`src/rtl/mem_arbiter_if.sv`:
```
// -----------------------------------------------------------------------------
// mem_arbiter_if
// Bundles every handshake and memory-pin signal of mem_arbiter.
//
// Parameters:
//   ADDR_W  word address width
//   DATA_W  word width (mask is DATA_W/8 bits, shift is log2(DATA_W) bits)
//
// Signal groups:
//   ifu_req_*  / ifu_rsp_*   IFU read request and read response
//   lsu_req_*  / lsu_rsp_*   LSU read/write request and response
//   rsp_rdata                read data shared by both responders
//   mem_*                    single-port word memory pins
//
// Modports:
//   slave   the arbiter side (requests/mem_rdata in, grants/responses/pins out)
//   master  the requesters plus memory side (the mirror image)
// -----------------------------------------------------------------------------
interface mem_arbiter_if #(
   parameter int ADDR_W = 11,
   parameter int DATA_W = 64
);
   localparam int MASK_W  = DATA_W / 8;
   localparam int SHIFT_W = $clog2(DATA_W);

   logic                ifu_req_valid;
   logic                ifu_req_ready;
   logic [ADDR_W-1:0]   ifu_req_addr;
   logic                ifu_rsp_valid;
   logic                ifu_rsp_ready;

   logic                lsu_req_valid;
   logic                lsu_req_ready;
   logic [ADDR_W-1:0]   lsu_req_addr;
   logic                lsu_req_rw;
   logic [DATA_W-1:0]   lsu_req_wdata;
   logic [MASK_W-1:0]   lsu_req_mask;
   logic [SHIFT_W-1:0]  lsu_req_shift;
   logic                lsu_rsp_valid;
   logic                lsu_rsp_ready;

   logic [DATA_W-1:0]   rsp_rdata;

   logic                mem_en;
   logic                mem_rw;
   logic [ADDR_W-1:0]   mem_addr;
   logic [DATA_W-1:0]   mem_wdata;
   logic [MASK_W-1:0]   mem_mask;
   logic [SHIFT_W-1:0]  mem_shift;
   logic [DATA_W-1:0]   mem_rdata;

   modport slave (
      input  ifu_req_valid, ifu_req_addr, ifu_rsp_ready,
      input  lsu_req_valid, lsu_req_addr, lsu_req_rw, lsu_req_wdata,
      input  lsu_req_mask, lsu_req_shift, lsu_rsp_ready,
      input  mem_rdata,
      output ifu_req_ready, ifu_rsp_valid,
      output lsu_req_ready, lsu_rsp_valid,
      output rsp_rdata,
      output mem_en, mem_rw, mem_addr, mem_wdata, mem_mask, mem_shift
   );

   modport master (
      output ifu_req_valid, ifu_req_addr, ifu_rsp_ready,
      output lsu_req_valid, lsu_req_addr, lsu_req_rw, lsu_req_wdata,
      output lsu_req_mask, lsu_req_shift, lsu_rsp_ready,
      output mem_rdata,
      input  ifu_req_ready, ifu_rsp_valid,
      input  lsu_req_ready, lsu_rsp_valid,
      input  rsp_rdata,
      input  mem_en, mem_rw, mem_addr, mem_wdata, mem_mask, mem_shift
   );
endinterface

```
`src/rtl/mem_arbiter.sv`:
```
// -----------------------------------------------------------------------------
// mem_arbiter
// Shares one single-port word memory between the IFU (read only) and the LSU
// (read/write). One transaction is in flight at a time; the LSU has priority,
// but after MAX_LSU_RUN consecutive LSU grants with the IFU waiting, the IFU
// is served next.
//
// Transaction shape (one cycle each):
//   IDLE (accept) -> ACCESS -> [CAPTURE, reads only] -> RESP (until rsp_ready)
//
// Ports:
//   clk            rising-edge clock
//   rst            asynchronous active-high reset
//   bus (slave)    IFU/LSU request+response handshakes, shared rsp_rdata and
//                  the memory pins mem_en/rw/addr/wdata/mask/shift/rdata
//   ifu_grant_cnt  (MEM_ARB_STATS_EN only) IFU accepts, wraps at 2^32
//   lsu_grant_cnt  (MEM_ARB_STATS_EN only) LSU accepts, wraps at 2^32
//
// Build option:
//   MEM_ARB_STATS_EN  adds the two grant counters and their output ports.
// -----------------------------------------------------------------------------
module mem_arbiter #(
   parameter int ADDR_W      = 11,
   parameter int DATA_W      = 64,
   parameter int MAX_LSU_RUN = 4
) (
   input  logic          clk,
   input  logic          rst,
   mem_arbiter_if.slave  bus
`ifdef MEM_ARB_STATS_EN
   ,
   output logic [31:0]   ifu_grant_cnt,
   output logic [31:0]   lsu_grant_cnt
`endif
);

   localparam int         MASK_W  = DATA_W / 8;
   localparam int         SHIFT_W = $clog2(DATA_W);
   localparam logic [3:0] RUN_MAX = 4'(MAX_LSU_RUN);

   typedef enum logic [1:0] {
      ST_IDLE    = 2'd0,
      ST_ACCESS  = 2'd1,
      ST_CAPTURE = 2'd2,
      ST_RESP    = 2'd3
   } state_t;

   state_t              state_r;
   state_t              state_next_s;

   logic                owner_lsu_r;     // 1 = LSU owns the transaction
   logic                txn_rw_r;        // latched rw of the current transaction
   logic [3:0]          run_cnt_r;       // consecutive LSU grants with IFU waiting

   logic                lsu_wins_s;
   logic                grant_lsu_s;
   logic                grant_ifu_s;
   logic                rsp_done_s;

   logic                mem_en_r;
   logic                mem_rw_r;
   logic [ADDR_W-1:0]   mem_addr_r;
   logic [DATA_W-1:0]   mem_wdata_r;
   logic [MASK_W-1:0]   mem_mask_r;
   logic [SHIFT_W-1:0]  mem_shift_r;
   logic [DATA_W-1:0]   rsp_rdata_r;
   logic                ifu_rsp_valid_r;
   logic                lsu_rsp_valid_r;

   // Next-state logic, winner selection and grant strobes.
   always_comb begin
      state_next_s = state_r;
      lsu_wins_s   = 1'b0;
      grant_lsu_s  = 1'b0;
      grant_ifu_s  = 1'b0;
      rsp_done_s   = 1'b0;

      // The IFU only overrides the LSU once the LSU has used up its run.
      if (bus.lsu_req_valid && !(bus.ifu_req_valid && (run_cnt_r == RUN_MAX))) begin
         lsu_wins_s = 1'b1;
      end else begin
         lsu_wins_s = 1'b0;
      end

      if (owner_lsu_r) begin
         rsp_done_s = bus.lsu_rsp_ready;
      end else begin
         rsp_done_s = bus.ifu_rsp_ready;
      end

      case (state_r)
         ST_IDLE: begin
            // Grants are held off while rst is high so ready reads 0 in reset.
            if (rst) begin
               state_next_s = ST_IDLE;
            end else if (lsu_wins_s) begin
               grant_lsu_s  = 1'b1;
               state_next_s = ST_ACCESS;
            end else if (bus.ifu_req_valid) begin
               grant_ifu_s  = 1'b1;
               state_next_s = ST_ACCESS;
            end else begin
               state_next_s = ST_IDLE;
            end
         end
         ST_ACCESS: begin
            if (txn_rw_r) begin
               state_next_s = ST_RESP;
            end else begin
               state_next_s = ST_CAPTURE;
            end
         end
         ST_CAPTURE: begin
            state_next_s = ST_RESP;
         end
         ST_RESP: begin
            if (rsp_done_s) begin
               state_next_s = ST_IDLE;
            end else begin
               state_next_s = ST_RESP;
            end
         end
         default: begin
            state_next_s = ST_IDLE;
         end
      endcase
   end

   // FSM state register.
   always_ff @(posedge clk or posedge rst) begin
      if (rst) begin
         state_r <= ST_IDLE;
      end else begin
         state_r <= state_next_s;
      end
   end

   // Transaction capture on the accept edge: owner, rw and the memory pins.
   always_ff @(posedge clk or posedge rst) begin
      if (rst) begin
         owner_lsu_r <= 1'b0;
         txn_rw_r    <= 1'b0;
         mem_addr_r  <= {ADDR_W{1'b0}};
         mem_wdata_r <= {DATA_W{1'b0}};
         mem_mask_r  <= {MASK_W{1'b0}};
         mem_shift_r <= {SHIFT_W{1'b0}};
      end else if (grant_lsu_s) begin
         owner_lsu_r <= 1'b1;
         txn_rw_r    <= bus.lsu_req_rw;
         mem_addr_r  <= bus.lsu_req_addr;
         mem_wdata_r <= bus.lsu_req_wdata;
         mem_mask_r  <= bus.lsu_req_mask;
         mem_shift_r <= bus.lsu_req_shift;
      end else if (grant_ifu_s) begin
         // IFU fetches are plain reads; clear the write-side pins.
         owner_lsu_r <= 1'b0;
         txn_rw_r    <= 1'b0;
         mem_addr_r  <= bus.ifu_req_addr;
         mem_wdata_r <= {DATA_W{1'b0}};
         mem_mask_r  <= {MASK_W{1'b0}};
         mem_shift_r <= {SHIFT_W{1'b0}};
      end else begin
         owner_lsu_r <= owner_lsu_r;
         txn_rw_r    <= txn_rw_r;
         mem_addr_r  <= mem_addr_r;
         mem_wdata_r <= mem_wdata_r;
         mem_mask_r  <= mem_mask_r;
         mem_shift_r <= mem_shift_r;
      end
   end

   // Registered memory strobes: enable through ACCESS (and CAPTURE for
   // reads); the write strobe only in ACCESS, which is entered only on a grant.
   always_ff @(posedge clk or posedge rst) begin
      if (rst) begin
         mem_en_r <= 1'b0;
         mem_rw_r <= 1'b0;
      end else begin
         mem_en_r <= (state_next_s == ST_ACCESS) || (state_next_s == ST_CAPTURE);
         mem_rw_r <= grant_lsu_s & bus.lsu_req_rw;
      end
   end

   // Read data is taken from the memory output register during CAPTURE;
   // writes leave the previous value in place.
   always_ff @(posedge clk or posedge rst) begin
      if (rst) begin
         rsp_rdata_r <= {DATA_W{1'b0}};
      end else if (state_r == ST_CAPTURE) begin
         rsp_rdata_r <= bus.mem_rdata;
      end else begin
         rsp_rdata_r <= rsp_rdata_r;
      end
   end

   // Registered response valids, raised only for the owner while in RESP.
   always_ff @(posedge clk or posedge rst) begin
      if (rst) begin
         ifu_rsp_valid_r <= 1'b0;
         lsu_rsp_valid_r <= 1'b0;
      end else begin
         ifu_rsp_valid_r <= (state_next_s == ST_RESP) && !owner_lsu_r;
         lsu_rsp_valid_r <= (state_next_s == ST_RESP) &&  owner_lsu_r;
      end
   end

   // Starvation guard: count LSU grants that bypass a waiting IFU.
   always_ff @(posedge clk or posedge rst) begin
      if (rst) begin
         run_cnt_r <= 4'd0;
      end else if (grant_lsu_s && bus.ifu_req_valid) begin
         if (run_cnt_r == RUN_MAX) begin
            run_cnt_r <= run_cnt_r;
         end else begin
            run_cnt_r <= run_cnt_r + 4'd1;
         end
      end else if (grant_lsu_s || grant_ifu_s) begin
         run_cnt_r <= 4'd0;
      end else begin
         run_cnt_r <= run_cnt_r;
      end
   end

`ifdef MEM_ARB_STATS_EN
   logic [31:0] ifu_grant_cnt_r;
   logic [31:0] lsu_grant_cnt_r;

   // Free-running per-requester accept counters (wrap naturally).
   always_ff @(posedge clk or posedge rst) begin
      if (rst) begin
         ifu_grant_cnt_r <= 32'd0;
         lsu_grant_cnt_r <= 32'd0;
      end else begin
         ifu_grant_cnt_r <= ifu_grant_cnt_r + {31'd0, grant_ifu_s};
         lsu_grant_cnt_r <= lsu_grant_cnt_r + {31'd0, grant_lsu_s};
      end
   end

   assign ifu_grant_cnt = ifu_grant_cnt_r;
   assign lsu_grant_cnt = lsu_grant_cnt_r;
`endif

   assign bus.ifu_req_ready = grant_ifu_s;
   assign bus.lsu_req_ready = grant_lsu_s;
   assign bus.ifu_rsp_valid = ifu_rsp_valid_r;
   assign bus.lsu_rsp_valid = lsu_rsp_valid_r;
   assign bus.rsp_rdata     = rsp_rdata_r;
   assign bus.mem_en        = mem_en_r;
   assign bus.mem_rw        = mem_rw_r;
   assign bus.mem_addr      = mem_addr_r;
   assign bus.mem_wdata     = mem_wdata_r;
   assign bus.mem_mask      = mem_mask_r;
   assign bus.mem_shift     = mem_shift_r;

endmodule

```
`src/flat_wrapper.sv`:
```
// flat-port wrapper written by rule: the top's interface ports become plain ports
module mem_arbiter_flat 
#(
   parameter int ADDR_W      = 11,
   parameter int DATA_W      = 64,
   parameter int MAX_LSU_RUN = 4
)
  (clk, rst, bus_ifu_req_valid, bus_ifu_req_addr, bus_ifu_rsp_ready, bus_lsu_req_valid, bus_lsu_req_addr, bus_lsu_req_rw, bus_lsu_req_wdata, bus_lsu_req_mask, bus_lsu_req_shift, bus_lsu_rsp_ready, bus_mem_rdata, bus_ifu_req_ready, bus_ifu_rsp_valid, bus_lsu_req_ready, bus_lsu_rsp_valid, bus_rsp_rdata, bus_mem_en, bus_mem_rw, bus_mem_addr, bus_mem_wdata, bus_mem_mask, bus_mem_shift);
  mem_arbiter_if #(.ADDR_W(ADDR_W), .DATA_W(DATA_W)) bus_i ();
  input  logic clk;
  input  logic rst;
  input wire logic [$bits(bus_i.ifu_req_valid)-1:0] bus_ifu_req_valid;
  input wire logic [$bits(bus_i.ifu_req_addr)-1:0] bus_ifu_req_addr;
  input wire logic [$bits(bus_i.ifu_rsp_ready)-1:0] bus_ifu_rsp_ready;
  input wire logic [$bits(bus_i.lsu_req_valid)-1:0] bus_lsu_req_valid;
  input wire logic [$bits(bus_i.lsu_req_addr)-1:0] bus_lsu_req_addr;
  input wire logic [$bits(bus_i.lsu_req_rw)-1:0] bus_lsu_req_rw;
  input wire logic [$bits(bus_i.lsu_req_wdata)-1:0] bus_lsu_req_wdata;
  input wire logic [$bits(bus_i.lsu_req_mask)-1:0] bus_lsu_req_mask;
  input wire logic [$bits(bus_i.lsu_req_shift)-1:0] bus_lsu_req_shift;
  input wire logic [$bits(bus_i.lsu_rsp_ready)-1:0] bus_lsu_rsp_ready;
  input wire logic [$bits(bus_i.mem_rdata)-1:0] bus_mem_rdata;
  output wire logic [$bits(bus_i.ifu_req_ready)-1:0] bus_ifu_req_ready;
  output wire logic [$bits(bus_i.ifu_rsp_valid)-1:0] bus_ifu_rsp_valid;
  output wire logic [$bits(bus_i.lsu_req_ready)-1:0] bus_lsu_req_ready;
  output wire logic [$bits(bus_i.lsu_rsp_valid)-1:0] bus_lsu_rsp_valid;
  output wire logic [$bits(bus_i.rsp_rdata)-1:0] bus_rsp_rdata;
  output wire logic [$bits(bus_i.mem_en)-1:0] bus_mem_en;
  output wire logic [$bits(bus_i.mem_rw)-1:0] bus_mem_rw;
  output wire logic [$bits(bus_i.mem_addr)-1:0] bus_mem_addr;
  output wire logic [$bits(bus_i.mem_wdata)-1:0] bus_mem_wdata;
  output wire logic [$bits(bus_i.mem_mask)-1:0] bus_mem_mask;
  output wire logic [$bits(bus_i.mem_shift)-1:0] bus_mem_shift;
  assign bus_i.ifu_req_valid = bus_ifu_req_valid;
  assign bus_i.ifu_req_addr = bus_ifu_req_addr;
  assign bus_i.ifu_rsp_ready = bus_ifu_rsp_ready;
  assign bus_i.lsu_req_valid = bus_lsu_req_valid;
  assign bus_i.lsu_req_addr = bus_lsu_req_addr;
  assign bus_i.lsu_req_rw = bus_lsu_req_rw;
  assign bus_i.lsu_req_wdata = bus_lsu_req_wdata;
  assign bus_i.lsu_req_mask = bus_lsu_req_mask;
  assign bus_i.lsu_req_shift = bus_lsu_req_shift;
  assign bus_i.lsu_rsp_ready = bus_lsu_rsp_ready;
  assign bus_i.mem_rdata = bus_mem_rdata;
  assign bus_ifu_req_ready = bus_i.ifu_req_ready;
  assign bus_ifu_rsp_valid = bus_i.ifu_rsp_valid;
  assign bus_lsu_req_ready = bus_i.lsu_req_ready;
  assign bus_lsu_rsp_valid = bus_i.lsu_rsp_valid;
  assign bus_rsp_rdata = bus_i.rsp_rdata;
  assign bus_mem_en = bus_i.mem_en;
  assign bus_mem_rw = bus_i.mem_rw;
  assign bus_mem_addr = bus_i.mem_addr;
  assign bus_mem_wdata = bus_i.mem_wdata;
  assign bus_mem_mask = bus_i.mem_mask;
  assign bus_mem_shift = bus_i.mem_shift;
  mem_arbiter #(.ADDR_W(ADDR_W), .DATA_W(DATA_W), .MAX_LSU_RUN(MAX_LSU_RUN)) u_core (.clk(clk), .rst(rst), .bus(bus_i));
endmodule
```
`config.mk`:
```
export PLATFORM = sky130hd
export DESIGN_NAME = mem_arbiter_flat
export DESIGN_NICKNAME = d
export VERILOG_FILES = /design/src/rtl/mem_arbiter_if.sv /design/src/rtl/mem_arbiter.sv /design/src/flat_wrapper.sv
export SDC_FILE = /design/constraint.sdc
export NUM_CORES = 1
export LEC_CHECK = 0
export CORE_UTILIZATION = 40
export DETAILED_ROUTE_END_ITERATION = 12
export PLACE_DENSITY_LB_ADDON = 0.2
export SLEW_MARGIN = 20
export SYNTH_ARGS = -nofsm -noshare
export SYNTH_HDL_FRONTEND = slang
export SYNTH_SLANG_ARGS = --single-unit
```
`constraint.sdc`:
```
create_clock -name clk -period 7.2 [get_ports clk]
set_input_delay 2.16 -clock clk [delete_from_list [all_inputs] [get_ports clk]]
set_output_delay 2.16 -clock clk [all_outputs]
set_load 0.02 [all_outputs]
```
==> After elaboration in Yosys (flattened, before gate mapping) <==
Cells that the tools add are included.
{ "totals": {"ramBits": 0, "output_inout_bits": 159, "input_bits": 171, "latch_bits": 0, "memories": 0, "elab_cells": 65, "romBits": 0, "regBits": 165} }
{ "classes": {"div": 0, "eq_ne": 8, "n_mux": 29, "n_shift": 0, "n_lt_le_gt_ge": 0, "n_addsub": 1, "n_mul": 0, "bitwise": 1, "n_reduce_logical": 13} }
{ "ops": {"columns": ["op", "count"], "rows": [
  ["two-way mux 64 bit", 2],
  ["two-way mux 11 bit", 2],
  ["two-way mux 8 bit", 2],
  ["two-way mux 1 bit", 14],
  ["two-way mux 4 bit", 3],
  ["two-way mux 6 bit", 2],
  ["== test 2 bit (second input constant)", 4],
  ["one-hot mux 2 bit (4 select lines)", 1],
  ["two-way mux 2 bit", 3],
  ["logical AND 1 bit", 5],
  ["adder 4 x 1 -> 4 bit (second input constant)", 1],
  ["== test 2 x 1 -> 1 bit (second input constant)", 2],
  ["== test 4 x 3 -> 1 bit (second input constant)", 1],
  ["nonzero test 2 bit", 2],
  ["zero test 1 bit", 2],
  ["zero test 2 bit", 1],
  ["logical OR 1 bit", 2],
  ["!= test 2 bit (second input constant)", 1],
  ["AND reduction 2 bit", 1],
  ["bitwise AND 1 bit", 1]
]} }

==> Logic depth before layout (Yosys ltp) <==
Gate-level depths: netlist of the first run.
{ "depth": {"depth_word": 11, "depth_mapped": 7, "ltp_nobuf": 5} }

==> Worst setup path after synthesis of the first run <==
OpenSTA, ideal clock, no wires.
{ "synth_timing": {"kind": "in2out", "start": "input port rst", "end": "output port bus_ifu_req_ready", "path_slack_ns": 1.938, "required_time_ns": 5.040, "n_path_buf": 1, "arrival_ns": 3.102, "cell_stages": 4, "cell_sequence": "nor3_4 > clkbuf_1 > nand2_1 > a21oi_1"} }
{ "synth_between": {"elab_chain_len": 2} }
{ "synth_lines": {"columns": ["element", "line", "text"], "rows": [
  ["start: declaration", "flat_wrapper.sv:11", "input logic rst;"],
  ["two-way mux 1 bit", "mem_arbiter.sv:94", "if (rst) begin"],
  ["two-way mux 1 bit", "mem_arbiter.sv:91", "case (state_r)"],
  ["end: declaration", "flat_wrapper.sv:23", "output wire logic [$bits(bus_i.ifu_req_ready)-1:0] bus_ifu_req_ready;"]
]} }
No other way between the ends.

==> Worst setup path after layout of the first run <==
{ "layout_timing": {"start": "input port bus_ifu_req_valid", "end": "output port bus_lsu_req_ready"} }
{ "layout_between": {"elab_chain_len": 7} }
{ "layout_lines": {"columns": ["element", "line", "text"], "rows": [
  ["start: declaration", "flat_wrapper.sv:12", "input wire logic [$bits(bus_i.ifu_req_valid)-1:0] bus_ifu_req_valid;"],
  ["logical AND 1 bit", "mem_arbiter.sv:79", "if (bus.lsu_req_valid && !(bus.ifu_req_valid && (run_cnt_r == RUN_MAX))) begin"],
  ["zero test 1 bit", "mem_arbiter.sv:79", null],
  ["logical AND 1 bit", "mem_arbiter.sv:79", null],
  ["two-way mux 1 bit", "mem_arbiter.sv:79", null],
  ["two-way mux 1 bit", "mem_arbiter.sv:96", "end else if (lsu_wins_s) begin"],
  ["two-way mux 1 bit", "mem_arbiter.sv:94", null],
  ["two-way mux 1 bit", "mem_arbiter.sv:91", null],
  ["end: declaration", "flat_wrapper.sv:25", "output wire logic [$bits(bus_i.lsu_req_ready)-1:0] bus_lsu_req_ready;"]
]} }
No other way between the ends.

==> flow_metrics.tcl, run 1 <==
set metrics [dict create \
    outcome "finished clean" \
    synth_enable_flop_cells 0 \
    skew_ps 7.40 \
    p_per_area_nw_per_um2 442 \
    min_to "u_core.bus.ifu_rsp_valid$_DFF_PP0_" \
    dieArea_um2 16600 \
    hold_viol_final 0 \
    crit_type "primary input to output port" \
    drtPass1Iterations 4 \
    clk_latency_ps 420 \
    cts_max_level 4 \
    core_um2 15400 \
    worst_pin_slew_ps 1110 \
    hold_ws_ps 483 \
    postSynthCellCount 424 \
    die_x_um 129 \
    cp.arrival_ps 4130 \
    rsz0062_at_grt "no" \
    yosysSeqAreaShare_pct 64.3 \
    grt_pass1_wl_um 27300 \
    r2r_slack_ps 4870 \
    syn_to_final_growth_pct 61.9 \
    ys_async_sr_fraction_pct 100 \
    hold_path.startpoint "u_core.owner_lsu_r$_DFFE_PP0P_" \
    synthFlopType "dfrtp_1" \
    finalPower_mw 4.60 \
    cts.sinks 165 \
    drt_iter0_markers 229 \
    cts_resized 0 \
    grt_usage_pct 21.9 \
    finalWirelength_um 17900 \
    syn_area_um2 6420 \
    avgRoutedWirePerCell_um 18.6 \
    cp-start-kind "primary input" \
    grt_antenna_before_repair 0 \
    grt_pass1_vias 4957 \
    fin_crit_sh_pct 87.3 \
    via_count 4814 \
    gp_congestion 0.858 \
    grt_max_degree 114 \
    rr_worst_depth 6 \
    ys_types 33 \
    r2r_end "u_core.bus.mem_wdata[16]$_DFFE_PP0P_" \
    timing.slew.headroom_pct 26.0 \
    drcViolationCount 0 \
    avgSynthCellArea_um2 15.1 \
    initial_utilization_pct 41.6 \
    clockRootBuffer "clkbuf_16" \
    io_buffers 329 \
    io_pins 330 \
    ant_nets 0 \
    ys.warnings.count 0 \
    worst_ir_drop_vdd_mv 0.208 \
    antenna_cells 0 \
    r2r-start "u_core.run_cnt_r[0]$_DFFE_PP0P_" \
    hpwlAfterDp_um 12800 \
    synth_nets 598 \
    clkSlewWorstSetupHoldPaths_ps 60 \
    cts_setup_buffers 0 \
    crit_required_ps 5040 \
    worstPathMaxFanout 25 \
    ys_seq_elements 165 \
    clock_path_buffers 2 \
    nets 917 \
    cts_hold_buffers 0 \
    overflow 0 \
    cts_tree "done" \
    drive_above_1_share_pct 15.9 \
    finalSetupTns_ps 0 \
    finalCriticalPeriod_ps 6290 \
    row_count 45 \
    p_leak_nw 4.46 \
    hold_class "register to register" \
    hold_depth 1 \
    maxCapViolCount 0 \
    cts_buffers 17 \
    maxClockFrequency_mhz 159 \
    chipHeight_um 129 \
    slew_viol_final 0 \
    setup_viol 0 \
    avgViaCountPerCell 4.98 \
    end_kind "output port" \
]
[logic make-up after synthesis]
logic type / count (synthesis) / share of synthesized area, %
AOI/OAI and AO/OA: 120 / 17.0
adders and majority gates: 3 / 0.585
DFF: 165 / 64.3
buffers and inverters: 49 / 4.09
muxes: 67 / 11.7
and+or+nand+nor: 20 / 2.28
[power by group]
| group | total (mW) | switching (mW) | internal (mW) |
|---|---|---|---|
| Clock | 0.860 | 0.349 | 0.511 |
| Combinational | 2.15 | 0.992 | 1.16 |
| Sequential | 1.58 | 0.243 | 1.34 |
[cells in the mapped netlist (2+ instances only)]
cell type,instances,area (um2)
dfrtp_1,165,4130
a22o_1,80,701
mux2_2,65,732
clkbuf_1,14,52.6
inv_1,14,52.6
a31oi_1,11,68.8
buf_2,11,55.1
a311o_1,9,90.1
o2bb2ai_2,9,135
buf_6,8,90.1
o2bb2ai_1,4,35.0
and2_1,3,18.8
ha_1,3,37.5
nand3_1,3,15.0
a311o_2,2,22.5
mux2i_1,2,20.0
nor2_1,2,7.51
nor2b_1,2,12.5
nor4_1,2,12.5
or2_2,2,12.5
[layout by cell type (no fill, tap or decap), types with 2 or more instances in the layout]
cell type          n
mux2i_1            2
nor2b_1            2
clkbuf_8           4
a311o_1            9
nor4_1             2
a311o_2            2
o2bb2ai_2          9
nand3_1            3
a31oi_1           11
dfrtp_1          165
and2_1             3
buf_4              6
o2bb2ai_1          4
ha_1               3
clkdlybuf4s50_1  329
inv_1             13
clkbuf_16         17
a22o_1            80
clkinv_2           2
clkinvlp_4         3
mux2_2            65
nor2_1             2
clkbuf_1           3
or2_2              2
[area by class of cell]
cell class                 count  area (um2)
clock inverter                 7        71.3
multi-input combinational    210        2040
inverter                      14        60.1
sequential                   165        4130
tap                          211         264
clock buffer                  24         492
fill                        1129        5030
timing repair buffer         335        3340
[how the worst max path moves through the flow]
stage | start | to | slack [ps]
2_1_floorplan | rst | u_core.bus.ifu_rsp_valid$_DFF_PP0_ | 580
3_3_place_gp | bus_ifu_req_valid | bus_lsu_req_ready | 970
3_5_place_dp | bus_ifu_req_valid | bus_lsu_req_ready | 920
4_1_cts | bus_ifu_req_valid | bus_lsu_req_ready | 920
5_1_grt | bus_ifu_req_valid | bus_lsu_req_ready | 780
6_report | bus_ifu_req_valid | bus_lsu_req_ready | 910
[per-layer routing]
layer / global-route usage (%) / routed length, um / vias up / share of wire, %
met4: 8.58 / 331 / 0 / 1.8
met2: 36.4 / 8820 / 221 / 49
met3: 7.98 / 1720 / 24 / 9.6
met1: 25.8 / 7050 / 2350 / 39
li1: - / - / 2219 / -
met5: 0 / 0 / - / 0
[sequential cells by signal (all words and copies together) (netlist names)]
signal	flops
u_core.txn_rw_r	1
u_core.bus.ifu_rsp_valid	1
u_core.bus.mem_wdata	64
u_core.bus.mem_rw	1
u_core.bus.mem_shift	6
u_core.bus.mem_mask	8
u_core.bus.mem_en	1
u_core.owner_lsu_r	1
u_core.bus.rsp_rdata	64
u_core.bus.lsu_rsp_valid	1
u_core.state_r	2
u_core.run_cnt_r	4
u_core.bus.mem_addr	11
[metrics by stage]
step,cell area [um2],util [%],worst slack [ps],instances
2_1_floorplan,6420,-,578,424
3_3_place_gp,9830,63.7,967,935
3_5_place_dp,9830,63.7,918,935
4_1_cts,10400,67.4,919,966
5_1_grt,10400,67.4,785,966
6_report,10400,67.4,912,966
[worst max-delay path, cell delays in order]
cell and delay (ps):
clkdlybuf4s50_1 690, nand4b_4 360, and3_2 350, clkdlybuf4s50_1 560
(Power assumes the default switching activity.)
==> run 2: changes to the inputs <==
SLEW_MARGIN = 25   (was 20)
==> run 2 against run 1 <==
Final area about the same. Sequential share of layout area about the same. Setup slack got worse by 2.8 ps. Sequential power about the same. Highest routed layer unchanged. Critical path depth unchanged. Clock skew about the same. Wire length increased by 0.26%. Combinational power about the same. Total power about the same. Non-clock buffer count unchanged. Final cell count unchanged.
==> flow_metrics.tcl, run 2 (synthesis gave the netlist of run 1 again) <==
set metrics [dict create \
    r2r_slack_ps 4880 \
    crit_path_frequent_cell "clkdlybuf4s50_1" \
    initial_utilization_pct 41.6 \
    dp_slack_ps 918 \
    final_common_cell "clkdlybuf4s50_1" \
    timing.slew.headroom_pct 39.5 \
    rr_worst_depth 6 \
    io_buffers 329 \
    maxCapViolCount 0 \
    via_count 4861 \
    grt-busiest-layer "met2" \
    cp.arrival_ps 4130 \
    clkSlewWorstSetupHoldPaths_ps 60 \
    min_to "u_core.bus.ifu_rsp_valid$_DFF_PP0_" \
    avgViaCountPerCell 5.03 \
    multi_input_area_um2 2040 \
    hold_depth 1 \
    drtPass1Iterations 4 \
    gp_congestion 0.858 \
    path_cells "clkdlybuf4s50_1 -> nand4b_4 -> and3_2 -> clkdlybuf4s50_1" \
    chipHeight_um 129 \
    clockRootBuffer "clkbuf_16" \
    row_count 45 \
    setup_viol 0 \
    fin_crit_sh_pct 87.4 \
    drt_iter0_markers 210 \
    nets 917 \
    gr-usage-met2_pct 36.4 \
    syn_to_final_growth_pct 62.0 \
    cts_buffers 17 \
    grt_usage_pct 21.9 \
    die_x_um 129 \
    grt_pass1_vias 4957 \
    ant_nets 0 \
    drive_above_1_share_pct 15.9 \
    grt_max_degree 114 \
    cts_resized 0 \
    layout_common_cells "clkdlybuf4s50_1 (329), dfrtp_1 (165), a22o_1 (80), mux2_2 (65), clkbuf_16 (17)" \
    io_pins 330 \
    clk_latency_ps 420 \
    finalPower_mw 4.60 \
    p_leak_nw 4.46 \
    clock_path_buffers 2 \
    worst_ir_drop_vdd_mv 0.208 \
    worst_pin_slew_ps 907 \
    cts_hold_buffers 0 \
    skew_ps 7.80 \
    r2r-start "u_core.run_cnt_r[0]$_DFFE_PP0P_" \
    avgRoutedWirePerCell_um 18.6 \
    grt_pass1_wl_um 27300 \
    grt_use_met3_pct 7.98 \
    fillers 1128 \
    hold_ws_ps 485 \
    antenna_cells 0 \
    hpwlAfterDp_um 12800 \
    layout_setup_ws_ps 909 \
    dieArea_um2 16600 \
    cp-start-kind "primary input" \
    crit_type "primary input to output port" \
    finalCriticalPeriod_ps 6290 \
    cp-startpoint "bus_ifu_req_valid" \
    end_kind "output port" \
    cp_slowest_cell "clkdlybuf4s50_1" \
    r2r_end "u_core.bus.mem_wdata[16]$_DFFE_PP0P_" \
    cts_max_level 4 \
    seq_area_um2 4130 \
    outcome "finished clean" \
    crit_required_ps 5040 \
    cts.sinks 165 \
    finalWirelength_um 18000 \
    overflow 0 \
    max_stage_delay_ps 690 \
    finalSetupTns_ps 0 \
    met1_usage_pct 25.8 \
    hold_path.startpoint "u_core.owner_lsu_r$_DFFE_PP0P_" \
    hold_class "register to register" \
    maxClockFrequency_mhz 159 \
    slew_viol_final 0 \
    grt_antenna_before_repair 0 \
    rsz0062_at_grt "no" \
    hold_viol_final 0 \
    p_per_area_nw_per_um2 442 \
    cts_setup_buffers 0 \
    core_um2 15400 \
    drcViolationCount 0 \
    cts_tree "done" \
    worstPathMaxFanout 25 \
]
-- run 2: cell counts in the layout (fill, tap and decap cells not counted) --
No cell type changed its count.
-- run 2: worst max path at each step --
stage / cells after the start / to / slack (ps)
after global placement: 4 / bus_lsu_req_ready / 970
after floorplan: 1 / u_core.bus.ifu_rsp_valid$_DFF_PP0_ / 580
after detailed placement: 4 / bus_lsu_req_ready / 920
final: 4 / bus_lsu_req_ready / 910
after CTS: 4 / bus_lsu_req_ready / 920
after global routing: 4 / bus_lsu_req_ready / 780
-- run 2: where the power goes --
group	leakage, nW	total (mW)	switching [mW]	internal [mW]
logic	2.15	2.15	0.992	1.16
clock network	0.269	0.861	0.350	0.511
registers	2.04	1.58	0.244	1.34
total	4.46	4.60	1.59	3.01
-- run 2: per-layer routing --
metal / wire length (um) / share of wire [%]
met1: 6980 / 39
met3: 1750 / 9.7
met5: 0 / 0
met2: 8910 / 50
met4: 335 / 1.9
-- run 2: through the flow --
stage	utilization, %	cells	cell area, um2
3_5_place_dp	63.7	935	9830
2_1_floorplan	-	424	6420
6_report	67.4	966	10400
5_1_grt	67.4	966	10400
4_1_cts	67.4	966	10400
3_3_place_gp	63.7	935	9830
-- run 2: critical path: cells and delay by family --
family | cells | cell delay (ps)
buffers and inverters | 2 | 1260
AND/OR/NAND/NOR | 2 | 710
-- run 2: cell type report --
cell class / count / share of cell area (%)
tap: 211 / 2.54
clock buffer: 24 / 4.73
clock inverter: 7 / 0.686
inverter: 14 / 0.578
sequential: 165 / 39.7
timing repair buffer: 335 / 32.1
multi-input combinational: 210 / 19.6
